<file path="config.mk">
export PLATFORM = sky130hd
export DESIGN_NAME = microsequencer
export DESIGN_NICKNAME = d
export VERILOG_FILES = /design/src/rtl/microseq_pkg.sv /design/src/rtl/microseq_encoder.sv /design/src/rtl/microsequencer.sv
export SDC_FILE = /design/constraint.sdc
export NUM_CORES = 1
export LEC_CHECK = 0
export CAP_MARGIN = 20
export CORE_MARGIN = 5
export CORE_UTILIZATION = 34
export CTS_BUF_LIST = sky130_fd_sc_hd__clkbuf_8
export DETAILED_ROUTE_END_ITERATION = 12
export GPL_TIMING_DRIVEN = 1
export PLACE_DENSITY = 0.67
export SLEW_MARGIN = 20
export SYNTH_ARGS = -nofsm -noshare
export SYNTH_HDL_FRONTEND = slang
export SYNTH_HIERARCHICAL = 1
export SYNTH_SLANG_ARGS = --single-unit
</file>
<file path="constraint.sdc">
create_clock -name clk -period 1.9 [get_ports clk]
set_input_delay 0.19 -clock clk [delete_from_list [all_inputs] [get_ports clk]]
set_output_delay 0.19 -clock clk [all_outputs]
set_load 0.03 [all_outputs]
</file>
<file path="src/rtl/microseq_pkg.sv">
// Shared encodings for the microsequencer: action codes, condition selects,
// opcodes and the dispatch states the opcode encoder produces.
package microseq_pkg;

    localparam int unsigned NS_W       = 3;
    localparam int unsigned COND_W     = 2;
    localparam int unsigned OPC_W      = 6;
    localparam int unsigned WAIT_CNT_W = 8;

    // Next-state actions carried in the control word
    localparam logic [NS_W-1:0] NS_DECODE  = 3'b000;
    localparam logic [NS_W-1:0] NS_INC     = 3'b001;
    localparam logic [NS_W-1:0] NS_JUMP    = 3'b010;
    localparam logic [NS_W-1:0] NS_CBRANCH = 3'b011;
    localparam logic [NS_W-1:0] NS_HOLD    = 3'b100;
    localparam logic [NS_W-1:0] NS_RETURN  = 3'b101;
    localparam logic [NS_W-1:0] NS_CALL    = 3'b110;
    localparam logic [NS_W-1:0] NS_RESTART = 3'b111;

    // Condition sources
    localparam logic [COND_W-1:0] COND_MOC    = 2'b00;
    localparam logic [COND_W-1:0] COND_FLAG_Z = 2'b01;
    localparam logic [COND_W-1:0] COND_FLAG_N = 2'b10;
    localparam logic [COND_W-1:0] COND_ONE    = 2'b11;

    // Instruction opcodes (instr[31:26])
    localparam logic [OPC_W-1:0] OP_RTYPE = 6'h00;
    localparam logic [OPC_W-1:0] OP_ADDI  = 6'h08;
    localparam logic [OPC_W-1:0] OP_LW    = 6'h23;
    localparam logic [OPC_W-1:0] OP_SW    = 6'h2B;
    localparam logic [OPC_W-1:0] OP_BEQ   = 6'h04;

    // Dispatch states; illegal opcodes go back to fetch
    localparam int unsigned FETCH_STATE    = 0;
    localparam int unsigned DISPATCH_RTYPE = 4;
    localparam int unsigned DISPATCH_ADDI  = 5;
    localparam int unsigned DISPATCH_LW    = 6;
    localparam int unsigned DISPATCH_SW    = 8;
    localparam int unsigned DISPATCH_BEQ   = 10;

endpackage

</file>
<file path="src/rtl/microseq_encoder.sv">
// Opcode to dispatch-state encoder for the DECODE action (combinational).
module microseq_encoder
    import microseq_pkg::*;
#(
    parameter int unsigned STATE_W = 7
) (
    input  logic [OPC_W-1:0]   opcode,
    output logic [STATE_W-1:0] dispatch_c
);

    // Map known opcodes to their first microinstruction; others refetch
    always_comb begin
        dispatch_c = STATE_W'(FETCH_STATE);
        case (opcode)
            OP_RTYPE: dispatch_c = STATE_W'(DISPATCH_RTYPE);
            OP_ADDI:  dispatch_c = STATE_W'(DISPATCH_ADDI);
            OP_LW:    dispatch_c = STATE_W'(DISPATCH_LW);
            OP_SW:    dispatch_c = STATE_W'(DISPATCH_SW);
            OP_BEQ:   dispatch_c = STATE_W'(DISPATCH_BEQ);
            default:  dispatch_c = STATE_W'(FETCH_STATE);
        endcase
    end

endmodule

</file>
<file path="src/rtl/microsequencer.sv">
// Microsequencer: registered microaddress plus next-state selection from the
// control word's sequencing fields, with a wait watchdog on HOLD stalls.
// Define MICROSEQ_RETURN_EN to build the one-level CALL/RETURN register;
// otherwise CALL and RETURN restart at state 0.
module microsequencer
    import microseq_pkg::*;
#(
    parameter int unsigned         STATE_W      = 7,
    parameter logic [STATE_W-1:0]  FAULT_STATE  = '0,
    parameter int unsigned         WAIT_TIMEOUT = 255
) (
    input  logic                clk,
    input  logic                reset,
    input  logic [NS_W-1:0]     ns_sel,
    input  logic [COND_W-1:0]   cond_sel,
    input  logic                cond_inv,
    input  logic [STATE_W-1:0]  cr_addr,
    input  logic [31:0]         instr,
    input  logic                moc,
    input  logic                flag_z,
    input  logic                flag_n,
    output logic [STATE_W-1:0]  current_state,
    output logic                waiting,
    output logic                fault
);

    logic [STATE_W-1:0]    inc_c;
    logic [STATE_W-1:0]    dispatch_c;
    logic [STATE_W-1:0]    next_state_c;
    logic                  cond_c;
    logic                  timeout_c;
    logic [WAIT_CNT_W-1:0] wait_cnt;
    logic                  instr_unused;

    // Only the opcode field steers sequencing
    assign instr_unused = ^instr[25:0];

    assign inc_c = current_state + STATE_W'(1);

    microseq_encoder #(
        .STATE_W (STATE_W)
    ) u_encoder (
        .opcode     (instr[31:26]),
        .dispatch_c (dispatch_c)
    );

    // Condition select with optional inversion
    always_comb begin
        cond_c = 1'b1;
        case (cond_sel)
            COND_MOC:    cond_c = moc;
            COND_FLAG_Z: cond_c = flag_z;
            COND_FLAG_N: cond_c = flag_n;
            default:     cond_c = 1'b1;
        endcase
        cond_c = cond_c ^ cond_inv;
    end

`ifdef MICROSEQ_RETURN_EN
    logic [STATE_W-1:0] ret_reg;
    logic               ret_load_c;
`endif

    // Next-state selection; watchdog timeout overrides the HOLD result
    always_comb begin
        next_state_c = current_state;
        waiting      = 1'b0;
        timeout_c    = 1'b0;
`ifdef MICROSEQ_RETURN_EN
        ret_load_c   = 1'b0;
`endif
        case (ns_sel)
            NS_DECODE:  next_state_c = dispatch_c;
            NS_INC:     next_state_c = inc_c;
            NS_JUMP:    next_state_c = cr_addr;
            NS_CBRANCH: next_state_c = cond_c ? cr_addr : inc_c;
            NS_HOLD: begin
                if (cond_c) begin
                    next_state_c = inc_c;
                end else begin
                    next_state_c = current_state;
                    waiting      = 1'b1;
                end
            end
`ifdef MICROSEQ_RETURN_EN
            NS_RETURN:  next_state_c = ret_reg;
            NS_CALL: begin
                next_state_c = cr_addr;
                ret_load_c   = 1'b1;
            end
`else
            NS_RETURN:  next_state_c = '0;
            NS_CALL:    next_state_c = '0;
`endif
            NS_RESTART: next_state_c = '0;
            default:    next_state_c = '0;
        endcase
        if (waiting && (wait_cnt == WAIT_CNT_W'(WAIT_TIMEOUT - 1))) begin
            timeout_c    = 1'b1;
            next_state_c = FAULT_STATE;
        end
    end

    // State register, fault pulse and consecutive-wait counter
    always_ff @(posedge clk) begin
        if (reset) begin
            current_state <= '0;
            fault         <= 1'b0;
            wait_cnt      <= '0;
        end else begin
            current_state <= next_state_c;
            fault         <= timeout_c;
            if (timeout_c || !waiting) begin
                wait_cnt <= '0;
            end else begin
                wait_cnt <= wait_cnt + WAIT_CNT_W'(1);
            end
        end
    end

`ifdef MICROSEQ_RETURN_EN
    // One-level return address, written on the same edge as the CALL target
    always_ff @(posedge clk) begin
        if (reset) begin
            ret_reg <= '0;
        end else if (ret_load_c) begin
            ret_reg <= inc_c;
        end
    end
`endif

endmodule

</file>
After elaboration in Yosys (flattened, before gate mapping)
Cells that the tools add are included.
{"block": "word_totals", "register_bits": 16, "input_bits": 50, "output_inout_bits": 9, "wordCells": 38}
{"block": "op_classes", "add_sub_neg": 2, "eq_ne": 15, "muxes": 8, "bitwise_logic": 1, "reduce_logical": 9}
{"operator": "7-bit one-hot mux with 6 select lines", "n": 1}
{"operator": "4-bit one-hot mux with 5 select lines", "n": 1}
{"operator": "7-bit two-way mux", "n": 2}
{"operator": "3-bit == test (second input constant)", "n": 4}
{"operator": "6-bit == test (second input constant)", "n": 2}
{"operator": "8-bit by 1-bit adder with 8-bit output (second input constant)", "n": 1}
{"operator": "8-bit == test (second input constant)", "n": 1}
{"operator": "7-bit by 1-bit adder with 7-bit output (second input constant)", "n": 1}
{"operator": "3-bit by 2-bit == test with 1-bit output (second input constant)", "n": 2}
{"operator": "6-bit by 3-bit == test with 1-bit output (second input constant)", "n": 1}
{"operator": "6-bit by 4-bit == test with 1-bit output (second input constant)", "n": 1}
{"operator": "6-bit zero test", "n": 1}
{"operator": "2-bit OR reduction", "n": 2}
{"operator": "3-bit by 1-bit == test with 1-bit output (second input constant)", "n": 1}
{"operator": "3-bit zero test", "n": 1}
{"operator": "1-bit two-way mux", "n": 3}
{"operator": "1-bit one-hot mux with 3 select lines", "n": 1}
{"operator": "3-bit OR reduction", "n": 1}
{"operator": "2-bit by 1-bit == test with 1-bit output (second input constant)", "n": 1}
{"operator": "2-bit == test (second input constant)", "n": 1}
{"operator": "2-bit zero test", "n": 1}
{"operator": "2-bit != test (second input constant)", "n": 1}
{"operator": "1-bit logical AND", "n": 1}
{"operator": "1-bit zero test", "n": 1}
{"operator": "other kinds (2)", "n": 2}

Depth between registers and ports, before layout
{"block": "logic_depth", "ltp_word": 9, "mapped_depth": 7, "depth_no_buf": 6}

By module
The synthesis kept the hierarchy.
{"module": "microsequencer", "instances": 1, "cells_per_inst": 152, "area_per_inst_um2": 1232.4, "seq_area_each_um2": 320.3}
{"module": "microseq_encoder", "instances": 1, "cells_per_inst": 14, "area_per_inst_um2": 100.1, "seq_area_each_um2": 0.0}

Worst setup path before layout
No wires, ideal clock.
{"block": "synth_timing", "path_kind": "register -> register", "from": "register current_state[0]", "to": "register current_state[4]", "setup_time_ns": 0.092, "arrival_time_ns": 1.656, "required_ns": 1.808, "slack_ns": 0.151, "path_stages_with_launch": 7, "n_path_buf": 0, "period_less_slack_ns": 1.749, "path_cell_list": "dfxtp_1 > ha_1 > nand3_1 > or3_1 > a31oi_1 > a221oi_1 > o32ai_1"}
{"block": "synth_via", "elab_chain_cells": 3, "word_cells_on_any_way": 4, "classes_between": "add/sub (1); mux (3)"}
{"element": "start, declared", "line_no": "microsequencer.sv:22", "source": "output logic [STATE_W-1:0] current_state,"}
{"element": "start signal, assigned", "line_no": "microsequencer.sv:111", "source": "current_state <= next_state_c;"}
{"element": "7-bit by 1-bit adder with 7-bit output *", "line_no": "microsequencer.sv:38", "source": "assign inc_c = current_state + STATE_W'(1);"}
{"element": "7-bit two-way mux (on tied branches)", "line_no": "microsequencer.sv:78, microsequencer.sv:76"}
{"element": "7-bit one-hot mux with 6 select lines *", "line_no": "microsequencer.sv:72", "source": "case (ns_sel)"}
Every way passes the cells marked *; elsewhere a longest branch is shown, timed or not. The select of a mux whose other input is x is not followed.
A chain may end at the register's enable or synchronous reset.

Worst setup path in the final report
{"block": "layout_timing", "from": "input ns_sel[2]", "to": "output waiting"}
{"block": "layout_via", "elab_chain_cells": 2}
{"element": "start, declared", "line_no": "microsequencer.sv:14", "source": "input logic [NS_W-1:0] ns_sel,"}
{"element": "3-bit == test", "line_no": "microsequencer.sv:72"}
{"element": "1-bit two-way mux", "line_no": "microsequencer.sv:72"}
{"element": "end, declared", "line_no": "microsequencer.sv:23", "source": "output logic waiting,"}
No other way between the ends.

==> metrics.cfg <==
[clocking]
root_buffer=clkbuf_8
numCtsBuffers=3
cts.path.max_buffers=2
cts_tree=built
clkTransAtPathRegs_ps=60
clock_sinks=16
clock_latency_ps=250
htree_levels=1

[worst_setup_path]
crit_slowest_cell=clkdlybuf4s50_1
crit_family=buffers and inverters
crit_type=in -> out
critPathCaptureType=primary output
max_stage_delay_ps=480
startpoint_type=primary input
critPathRequiredTime_ps=1710
cp_num_buf_inv=2
r2r-end=current_state[4]
cp_data_arrival_time_ps=1640
cp_cell_sequence=clkdlybuf4s50_1, or3b_4, mux2i_4, nor2_4, nor2_2, buf_4
r2r_start=current_state[1]
worstPathMaxFanout=7
ff2ff_setup_slack_ps=210
r2r_cells=6

[placed_design]
dpl_worst_slack_ps=-280.0
gp_routability_congestion=0.7834
placed_cells=260
port_buffers=32
dp_hpwl_mm=2.740
dpl-instance-area_um2=1821

[cells_and_area]
fin_util=0.5185
final_common_cell=clkdlybuf4s50_1
num_antenna_cells=0
drive_above_1_share=0.2136
layout_common_cells=28 x clkdlybuf4s50_1, 26 x buf_4, 16 x nor2_1, 16 x dfxtp_1
regArea_um2=320.3
multiInputGateArea_um2=944.7
final_area_um2=1927
syn2layout_area_growth_pct=44.60
fillers=376
nNetsFinal=274
stdcell_count=268

[route]
drt_iter0_drc=90
drt-total-wl_mm=3.477
wl_per_cell_um=12.97
num_vias=1370
drc=0
dr.pass1.iters=4
viasPerCell=5.112
postRouteAntennaNets=0

[global_routing]
grt-ovfl-total=0
grt_first_pass_wirelength_mm=6.106
grt_usage=0.1420
grt_max_degree=15
grt_pass1_vias=1357
antenna_found_initial=0

[hold_path]
hp-class=reg -> reg
min-delay-start=wait_cnt[0]
whs_path_depth=1
hold_end=wait_cnt[0]

[timing]
tns_ps=0
rsz0062_at_grt=false
fin_crit_sh=0.9625
slew_viol_final=0
final_hold_viol_count=0
whs_ps=467.3
worst_slack_ps=71.30
finalSetupViolations=0
clock_skew_ps=2.694
fin_crit_ps=1829
fmax_mhz=546.8

[die]
start_util=0.3586
ios=59
core.rowCount=22
core-area_um2=3716
dieHeight_um=72.61
dieWidth_um=72.61
die_area_um2=5271

[synth]
synth_edf_count=0
yosysSeqAreaShare=0.2404
ys_warn_count=6
postSynth.asyncResetShare=0
ys_ff_latch=16
syn_avg_cell_area_um2=8.027
synth_top_area_share=0.2404
synth_ff_type=dfxtp_1
ys_types=51
synthCells=166
synthTopCellsByArea=dfxtp_1 24%, nor2_1 4.8%, xnor2_1 4.6%, nand3_1 3.8%, mux2i_4 3.4%
synth_area_um2=1333
synth_top_cell_by_area=dfxtp_1

[pwr]
leakagePower_nw=0.7141
power_mw=0.9825
max-vdd-ir-drop_mv=0.3970
power_density_nw_per_um2=509.9

[outcome]
status=finished, final reports clean

[run]
drv_cap=0

==> repair_timing <==
action | in CTS | in global routing
hold buffers | 0 | 0
hold endpoints to repair | 0 | 0
endpoints found under the setup margin | 3 | 2
pin swaps | 1 | 1
buffers inserted | 3 | 1
gates resized for setup | 5 | 2
==> power by group <==
group / internal, mW / switching (mW)
sequential: 0.348 / 0.0120
combinational: 0.165 / 0.151
clock: 0.184 / 0.123
total: 0.697 / 0.286
==> cells by family after synthesis <==
group | count (synthesis) | share of synthesized area
simple gates | 71 | 0.3061
compound gates | 41 | 0.2338
buf+inv | 20 | 0.07229
flops | 16 | 0.2404
xor+xnor | 11 | 0.07230
fa+ha+maj | 3 | 0.02817
mux | 3 | 0.04413
other cells | 1 | 0.002814
==> worst max path at each step <==
stage	slack (ps)	end	cells after the start	start
after floorplan	150	current_state[4]	6	current_state[0]
after global placement	-250	current_state[3]	7	cond_sel[1]
after detailed placement	-280	current_state[1]	6	cond_sel[1]
after CTS	30	waiting	6	cond_inv
after global routing	4	waiting	6	ns_sel[2]
final	70	waiting	6	ns_sel[2]
==> cells in the mapped netlist (2+ instances only) <==
master	n
clkbuf_1	3
a21oi_1	7
nor4_1	2
nand3_1	10
or2_2	6
mux2i_4	2
o32ai_2	2
nand2_1	8
nor3_1	3
inv_1	10
xor2_1	4
ha_1	3
nand3b_1	2
o21bai_1	4
nor2_1	17
and3_1	2
dfxtp_1	16
o21ai_0	4
a211oi_1	4
xnor2_1	7
a221oi_1	4
a31oi_1	4
a41oi_1	2
nand4b_1	3
buf_4	3
o32ai_1	3
nand2b_1	2
or3_1	5
nor3b_1	2
==> sequential cells by signal (all words and copies together) (netlist names) <==
| signal | flops |
|---|---|
| current_state | 7 |
| fault | 1 |
| wait_cnt | 8 |
==> routing by layer <==
| metal | GRT usage | routed length (um) | up-vias |
|---|---|---|---|
| met4 | 0.02459 | 24 | 0 |
| met3 | 0.03306 | 231 | 4 |
| li1 | - | - | 717 |
| met5 | 0 | 0 | - |
| met2 | 0.2405 | 1646 | 31 |
| met1 | 0.1856 | 1574 | 618 |
==> cell type report <==
cell class / count / area share
inverter: 11 / 0.02143
tap: 48 / 0.03117
sequential: 16 / 0.1662
multi-input combinational: 132 / 0.4903
timing repair buffer: 57 / 0.2623
clock buffer: 4 / 0.02857
(Power assumes the default switching activity.)
